### config.mk
export PLATFORM = sky130hd
export DESIGN_NAME = cfg_bank_frame_writer
export DESIGN_NICKNAME = d
export VERILOG_FILES = /design/src/rtl/cfg_bank_pkg.sv /design/src/rtl/cfg_frame_packer.sv /design/src/rtl/cfg_bank_frame_writer.sv
export SDC_FILE = /design/constraint.sdc
export NUM_CORES = 1
export LEC_CHECK = 0
export BUFFER_PORTS_ARGS = -buffer_cell sky130_fd_sc_hd__buf_4
export CORE_MARGIN = 5
export CORE_UTILIZATION = 49
export CTS_CLUSTER_DIAMETER = 100
export DETAILED_ROUTE_END_ITERATION = 12
export MAX_ROUTING_LAYER = met4
export PLACE_DENSITY_LB_ADDON = 0.3
export SKIP_CTS_REPAIR_TIMING = 1
export SLEW_MARGIN = 30
export SYNTH_ARGS = -nofsm -noshare
export SYNTH_HDL_FRONTEND = slang
export SYNTH_SLANG_ARGS = --single-unit
### constraint.sdc
create_clock -name prog_clk -period 1.5 [get_ports prog_clk]
set_input_delay 0.075 -clock prog_clk [delete_from_list [all_inputs] [get_ports prog_clk]]
set_output_delay 0.075 -clock prog_clk [all_outputs]
set_load 0.005 [all_outputs]
### src/rtl/cfg_bank_pkg.sv
// ---------------------------------------------------------------------------
// cfg_bank_pkg
// Shared definitions for the bl/wl memory-bank frame writer:
//   - state_t     : writer FSM states
//   - calc_wpf    : number of input words needed to fill one frame
//   - cnt_width   : counter width helper that never returns zero
//   - crc8_bit    : one-bit step of the CRC-8 (poly 0x07, MSB-first register)
//   - CRC8_POLY / CRC8_INIT
// ---------------------------------------------------------------------------
package cfg_bank_pkg;

  typedef enum logic [2:0] {
    IDLE  = 3'd0,
    LOAD  = 3'd1,
    WRITE = 3'd2,
    HOLD  = 3'd3,
    CRC   = 3'd4,
    DONE  = 3'd5
  } state_t;

  localparam logic [7:0] CRC8_POLY = 8'h07;
  localparam logic [7:0] CRC8_INIT = 8'h00;

  // Words per frame: ceil(num_bl / din_width).
  function automatic int calc_wpf(input int num_bl, input int din_width);
    return (num_bl + din_width - 1) / din_width;
  endfunction

  // Width of a counter holding 0..n-1, at least one bit.
  function automatic int cnt_width(input int n);
    return (n > 1) ? $clog2(n) : 1;
  endfunction

  // Shift one data bit into the CRC register.
  function automatic logic [7:0] crc8_bit(input logic [7:0] crc, input logic din);
    logic fb;
    fb = crc[7] ^ din;
    return {crc[6:0], 1'b0} ^ (fb ? CRC8_POLY : 8'h00);
  endfunction

endpackage

### src/rtl/cfg_frame_packer.sv
// ---------------------------------------------------------------------------
// cfg_frame_packer
// Assembles DIN_WIDTH-bit words into one NUM_BL-bit frame. Word k bit j lands
// in frame[k*DIN_WIDTH + j]; bits that would fall beyond NUM_BL are dropped.
// Ports:
//   clk, srst    clock and synchronous active-high reset
//   clear        zero the frame and the word counter (start of a pass)
//   en           words may be taken this cycle (writer is loading)
//   in_valid     in_data is valid
//   in_data      bitstream word
//   load_done    strobe: the last word of the frame is transferring now
//   word_cnt     index of the word that the next transfer fills
//   frame        assembled frame register
// ---------------------------------------------------------------------------
module cfg_frame_packer
  import cfg_bank_pkg::*;
#(
  parameter int NUM_BL    = 70,
  parameter int DIN_WIDTH = 8,
  localparam int WPF      = calc_wpf(NUM_BL, DIN_WIDTH),
  localparam int CW       = cnt_width(WPF)
) (
  input  logic                 clk,
  input  logic                 srst,
  input  logic                 clear,
  input  logic                 en,
  input  logic                 in_valid,
  input  logic [DIN_WIDTH-1:0] in_data,
  output logic                 load_done,
  output logic [CW-1:0]        word_cnt,
  output logic [0:NUM_BL-1]    frame
);

  logic [CW-1:0]     cnt_reg;
  logic [CW-1:0]     cnt_next;
  logic [0:NUM_BL-1] frame_reg;
  logic [0:NUM_BL-1] frame_next;
  logic              xfer;

  assign xfer      = en & in_valid;
  assign load_done = xfer && (cnt_reg == CW'(WPF - 1));

  // The counter wraps to zero on the final word so the next frame starts clean.
  always_comb begin
    cnt_next = cnt_reg;
    if (clear || load_done) begin
      cnt_next = '0;
    end else if (xfer) begin
      cnt_next = cnt_reg + 1'b1;
    end
  end

  // Each frame bit only listens to the one word slot that owns it, so pad
  // bits of the last word simply have no destination.
  genvar gi;
  generate
    for (gi = 0; gi < NUM_BL; gi++) begin : g_bit
      assign frame_next[gi] = clear ? 1'b0 :
                              (xfer && (cnt_reg == CW'(gi / DIN_WIDTH))) ? in_data[gi % DIN_WIDTH] :
                              frame_reg[gi];
    end
  endgenerate

  always_ff @(posedge clk) begin
    if (srst) begin
      cnt_reg   <= '0;
      frame_reg <= '0;
    end else begin
      cnt_reg   <= cnt_next;
      frame_reg <= frame_next;
    end
  end

  assign word_cnt = cnt_reg;
  assign frame    = frame_reg;

endmodule

### src/rtl/cfg_bank_frame_writer.sv
// ---------------------------------------------------------------------------
// cfg_bank_frame_writer
// Programming-side driver for a bl/wl memory-bank configuration interface.
// Packs the incoming bitstream into NUM_BL-bit frames and writes each frame by
// driving it on bl while pulsing one word line for WL_PULSE cycles, followed
// by a one-cycle hold, sweeping wl[0] .. wl[NUM_WL-1].
//
// Optional feature, macro CFG_BANK_FRAME_WRITER_CRC_EN: a CRC-8 over all frame
// bits is checked against one trailing word and reported on crc_err.
//
// Ports:
//   prog_clk    configuration clock
//   prog_reset  synchronous active-high reset
//   start       begins a pass when idle
//   in_data     bitstream word, in_valid/in_ready handshake
//   bl          bit-line drive
//   wl          word-line drive, at most one bit high
//   busy        pass in progress
//   done        pass completed, held until the next accepted start
//   crc_err     (CRC build only) trailing CRC did not match
// ---------------------------------------------------------------------------
module cfg_bank_frame_writer
  import cfg_bank_pkg::*;
#(
  parameter int NUM_BL    = 70,
  parameter int NUM_WL    = 70,
  parameter int DIN_WIDTH = 8,
  parameter int WL_PULSE  = 2
) (
  input  logic                 prog_clk,
  input  logic                 prog_reset,
  input  logic                 start,
  input  logic [DIN_WIDTH-1:0] in_data,
  input  logic                 in_valid,
  output logic                 in_ready,
  output logic [0:NUM_BL-1]    bl,
  output logic [0:NUM_WL-1]    wl,
  output logic                 busy,
  output logic                 done
`ifdef CFG_BANK_FRAME_WRITER_CRC_EN
  ,
  output logic                 crc_err
`endif
);

  localparam int WPF = calc_wpf(NUM_BL, DIN_WIDTH);
  localparam int CW  = cnt_width(WPF);
  localparam int RW  = cnt_width(NUM_WL);
  localparam int PW  = cnt_width(WL_PULSE);

  state_t            state_reg;
  state_t            state_next;
  logic [RW-1:0]     row_reg;
  logic [PW-1:0]     pulse_reg;
  logic [0:NUM_BL-1] bl_reg;
  logic              done_reg;

  logic              start_acc;
  logic              last_row;
  logic              load_done;
  logic [CW-1:0]     word_cnt;
  logic [0:NUM_BL-1] frame;

  assign start_acc = (state_reg == IDLE) && start;
  assign last_row  = (row_reg == RW'(NUM_WL - 1));

  cfg_frame_packer #(
    .NUM_BL    (NUM_BL),
    .DIN_WIDTH (DIN_WIDTH)
  ) u_packer (
    .clk       (prog_clk),
    .srst      (prog_reset),
    .clear     (start_acc),
    .en        (state_reg == LOAD),
    .in_valid  (in_valid),
    .in_data   (in_data),
    .load_done (load_done),
    .word_cnt  (word_cnt),
    .frame     (frame)
  );

  // ---------------- state register ----------------
  always_ff @(posedge prog_clk) begin
    if (prog_reset) begin
      state_reg <= IDLE;
    end else begin
      state_reg <= state_next;
    end
  end

  // ---------------- next-state logic ----------------
  always_comb begin
    state_next = state_reg;
    case (state_reg)
      IDLE:  if (start) state_next = LOAD;
      LOAD:  if (load_done) state_next = WRITE;
      WRITE: if (pulse_reg == PW'(WL_PULSE - 1)) state_next = HOLD;
      HOLD: begin
        if (last_row) begin
`ifdef CFG_BANK_FRAME_WRITER_CRC_EN
          state_next = CRC;
`else
          state_next = DONE;
`endif
        end else begin
          state_next = LOAD;
        end
      end
      CRC:   if (in_valid) state_next = DONE;
      DONE:  state_next = IDLE;
      default: state_next = IDLE;
    endcase
  end

  // ---------------- output logic ----------------
  always_comb begin
    in_ready = (state_reg == LOAD) || (state_reg == CRC);
    busy     = (state_reg == LOAD) || (state_reg == WRITE) ||
               (state_reg == HOLD) || (state_reg == CRC);
    wl       = '0;
    if (state_reg == WRITE) begin
      wl[row_reg] = 1'b1;
    end
    // The live frame is shown only while writing/holding; during the next
    // LOAD the packer is being overwritten, so bl falls back to the copy.
    bl   = ((state_reg == WRITE) || (state_reg == HOLD)) ? frame : bl_reg;
    done = done_reg;
  end

  // ---------------- datapath registers ----------------
  always_ff @(posedge prog_clk) begin
    if (prog_reset) begin
      row_reg   <= '0;
      pulse_reg <= '0;
      bl_reg    <= '0;
      done_reg  <= 1'b0;
    end else begin
      if (start_acc) begin
        row_reg <= '0;
      end else if ((state_reg == HOLD) && !last_row) begin
        row_reg <= row_reg + 1'b1;
      end

      if (state_reg == WRITE) begin
        pulse_reg <= pulse_reg + 1'b1;
      end else begin
        pulse_reg <= '0;
      end

      if (state_next == DONE) begin
        bl_reg <= '0;
      end else if (state_reg == WRITE) begin
        bl_reg <= frame;
      end

      if (start_acc) begin
        done_reg <= 1'b0;
      end else if (state_next == DONE) begin
        done_reg <= 1'b1;
      end
    end
  end

`ifdef CFG_BANK_FRAME_WRITER_CRC_EN
  logic [7:0] crc_reg;
  logic [7:0] crc_word;
  logic       crc_err_reg;

  // Fold the accepted word into the CRC, bit 0 first, skipping pad bits.
  always_comb begin
    crc_word = crc_reg;
    for (int j = 0; j < DIN_WIDTH; j++) begin
      if ((int'(word_cnt) * DIN_WIDTH + j) < NUM_BL) begin
        crc_word = crc8_bit(crc_word, in_data[j]);
      end
    end
  end

  always_ff @(posedge prog_clk) begin
    if (prog_reset) begin
      crc_reg     <= CRC8_INIT;
      crc_err_reg <= 1'b0;
    end else if (start_acc) begin
      crc_reg     <= CRC8_INIT;
      crc_err_reg <= 1'b0;
    end else if ((state_reg == LOAD) && in_valid) begin
      crc_reg <= crc_word;
    end else if ((state_reg == CRC) && in_valid) begin
      crc_err_reg <= (in_data[7:0] != crc_reg);
    end
  end

  assign crc_err = crc_err_reg;
`else
  logic unused_word_cnt;
  assign unused_word_cnt = ^word_cnt;
`endif

endmodule

==> flow_summary.yaml <==
critical_path:
  critPathTopFamily: "simple AND/OR/NAND/NOR gates"
  critPathBufInv: 2
  slowest_delay_ns: 0.40
  crit_arrival_ns: 1.96
  required_ns: 1.42
  endpoint_kind: "primary output"
  cp-start-kind: "register"
  worst_path_max_delay_cell: "dfxtp_1"
  cp_cell_sequence: "buf_4, nor2b_1, nand2_1, nor2_1, buf_4"
  critPathMostFrequentCell: "buf_4"
  path_max_fanout: 8
  path_class: "register to primary output"
floorplanning:
  rows: 43
  die_area_sq_um: 16860
  initial_core_util_pct: 50.31
  die_w_um: 129.8
  core_area_sq_um: 13990
  chipHeight_um: 129.8
  io_pins: 155
global_route:
  grt_pass1_vias: 6618
  use_met2_pct: 41.25
  use_met1_pct: 32.57
  grt_overflow: 0
  grt_pass1_wl_um: 33470
  antenna_found_initial: 0
  grt_busiest_layer: "met2"
  grt_usage_pct: 25.31
  grtUsageMet3_pct: 4.339
  grt_max_degree: 51
finish:
  fin_nets: 1239
  syn_to_final_growth_pct: 58.47
  final_core_util_pct: 79.73
  diodes: 0
  final_layout_size_suffix_gt1_share_pct: 40.19
synthesis:
  synthFlopType: "dfxtp_1"
  synth_enable_flop_cells: 0
  yosysUniqueCellTypes: 50
  synth_fp_nets: 997
  syn_area_per_cell_sq_um: 7.189
  async_reset_ff_share_pct: 0
  synth_area_sq_um: 7038
  ys_seq_elements: 156
  yosys_warnings: 0
  synth-seq-area-share_pct: 44.37
  synthCells: 979
sta:
  fin_ws_ns: -0.5311
  holdWs_ns: 0.04143
  rsz0062_at_grt: "true"
  clock_skew_ns: 0.009031
  fin_crit_ns: 2.031
  period_share_pct: 135.4
  slew_headroom_pct: 67.77
  drv_slew: 0
  hold_viol: 0
  setup_viol: 293
  worstMarginPinSlew_ns: 0.4813
  clock.fmax_mhz: 492.4
clock_network:
  cts_buffers: 17
  cts_tree: "built"
  clkLatencyLatePin_ns: 0.43
  clock_sinks: 156
  clockRootBuffer: "clkbuf_16"
  clockBufferDepth: 2
  htreeDepth: 4
  clk_pin_slew_ns: 0.07
power_and_ir_drop:
  p_per_area_nw_per_um2: 838.7
  p_leak_nw: 4.527
  power.total_mw: 9.354
  ir_worst_vdd_mv: 0.9035
detailed_routing:
  finalWirelength_um: 28860
  first_pass_iters: 6
  drt_iter0_drc: 1145
  post-route-drc-count: 0
  wire_per_inst_um: 20.41
  num_vias: 8378
  postRouteAntennaNets: 0
  viasPerCell: 5.925
outcome:
  violations: "setup timing"
  status: "finished with violations"
placed_design:
  dp_hpwl_um: 14090
  portBuffers: 154
  place_congestion: 0.8794
  pre_cts_ws_ns: -0.2473
job:
  cap_violations: 0
hold_path:
  hp-class: "input pin to register"
-- worst register-to-register path, stage by stage (launching register included) --
cell and delay (ns):
dfxtp_4 0.40, buf_6 0.11, buf_6 0.09, nor4b_4 0.04, buf_6 0.13, nor2_4 0.29, buf_4 0.18, nand2_1 0.08
buf_12 0.15, o21ai_0 0.27
-- path summary, 6_finish.rpt --
check                                              from                               to  slack (ns)  depth (start not counted)
worst max-delay path            row_reg[4]$_SDFFE_PP0P_                           wl[18]       -0.53                          5
worst min-delay path                         in_data[7]   u_packer.frame[7]$_SDFFE_PP0P_        0.04                          3
worst max register to register  state_reg[0]$_SDFF_PP0_  u_packer.frame[20]$_SDFFE_PP0P_       -0.34                          9
worst min register to register  bl_reg[29]$_SDFFE_PP0P_          bl_reg[29]$_SDFFE_PP0P_        0.45                          2
-- routing by layer --
| metal | vias to the layer above | wire (um) |
|---|---|---|
| met5 | - | 0 |
| met4 | 0 | 1300 |
| met2 | 558 | 14330 |
| met1 | 3980 | 10810 |
| li1 | 3707 | - |
| met3 | 133 | 2423 |
-- kinds of logic after synthesis --
| group | share of synthesized area (%) |
|---|---|
| compound gates | 13.80 |
| xor+xnor | 0.6223 |
| fa+ha+maj | 1.067 |
| buf+inv | 5.191 |
| flops | 44.37 |
| mux | 0.8534 |
| simple gates | 34.10 |
-- cells in the mapped netlist (all sizes together) (6+ instances only) --
| master | n | area [sq um] |
|---|---|---|
| a21oi | 75 | 465.4 |
| buf | 28 | 188.9 |
| clkbuf | 40 | 150.1 |
| nor2b | 6 | 37.54 |
| inv | 6 | 22.52 |
| nand4 | 10 | 62.56 |
| nand3 | 71 | 355.3 |
| dfxtp | 156 | 3123 |
| nor2 | 90 | 345.3 |
| o21ai | 67 | 335.3 |
| ha | 6 | 75.07 |
| nand2 | 371 | 1393 |
| mux2i | 6 | 60.06 |
-- layout make-up --
cell class	count	area, sq um
inverters	7	26.28
fillers	800	2835
clock buffers	20	456.7
clock inverters	12	158.9
multi-input cells	750	4253
repair buffers	289	2899
well taps	180	225.2
flip-flops and latches	156	3134
-- cells in the final DEF (no fill, tap or decap), types with 10 or more instances in the layout --
cell type,instances
a21oi_1,20
a21oi_2,55
buf_12,16
buf_4,194
buf_6,51
clkbuf_16,30
dfxtp_1,153
nand2_1,323
nand2_2,30
nand2_4,17
nand3_1,64
nand4_1,10
nor2_1,47
nor2_2,29
nor2_4,15
o21ai_0,57
-- power breakdown --
group          internal [mW]  switching, mW  total, mW
clock                   2.73           1.83       4.56
combinational          0.295          0.343      0.637
sequential              4.15         0.0130       4.16
total                   7.17           2.19       9.35
-- through the flow --
step	cells	TNS (ns)	cell area [sq um]
finish	1414	-85.76	11150
global route	1414	-101.06	11150
CTS	1358	-98.38	9623
detailed placement	1326	-30.08	9007
global placement	1326	-22.49	9007
floorplan	979	-4.796	7221
Power figures use the tool's default switching activity.
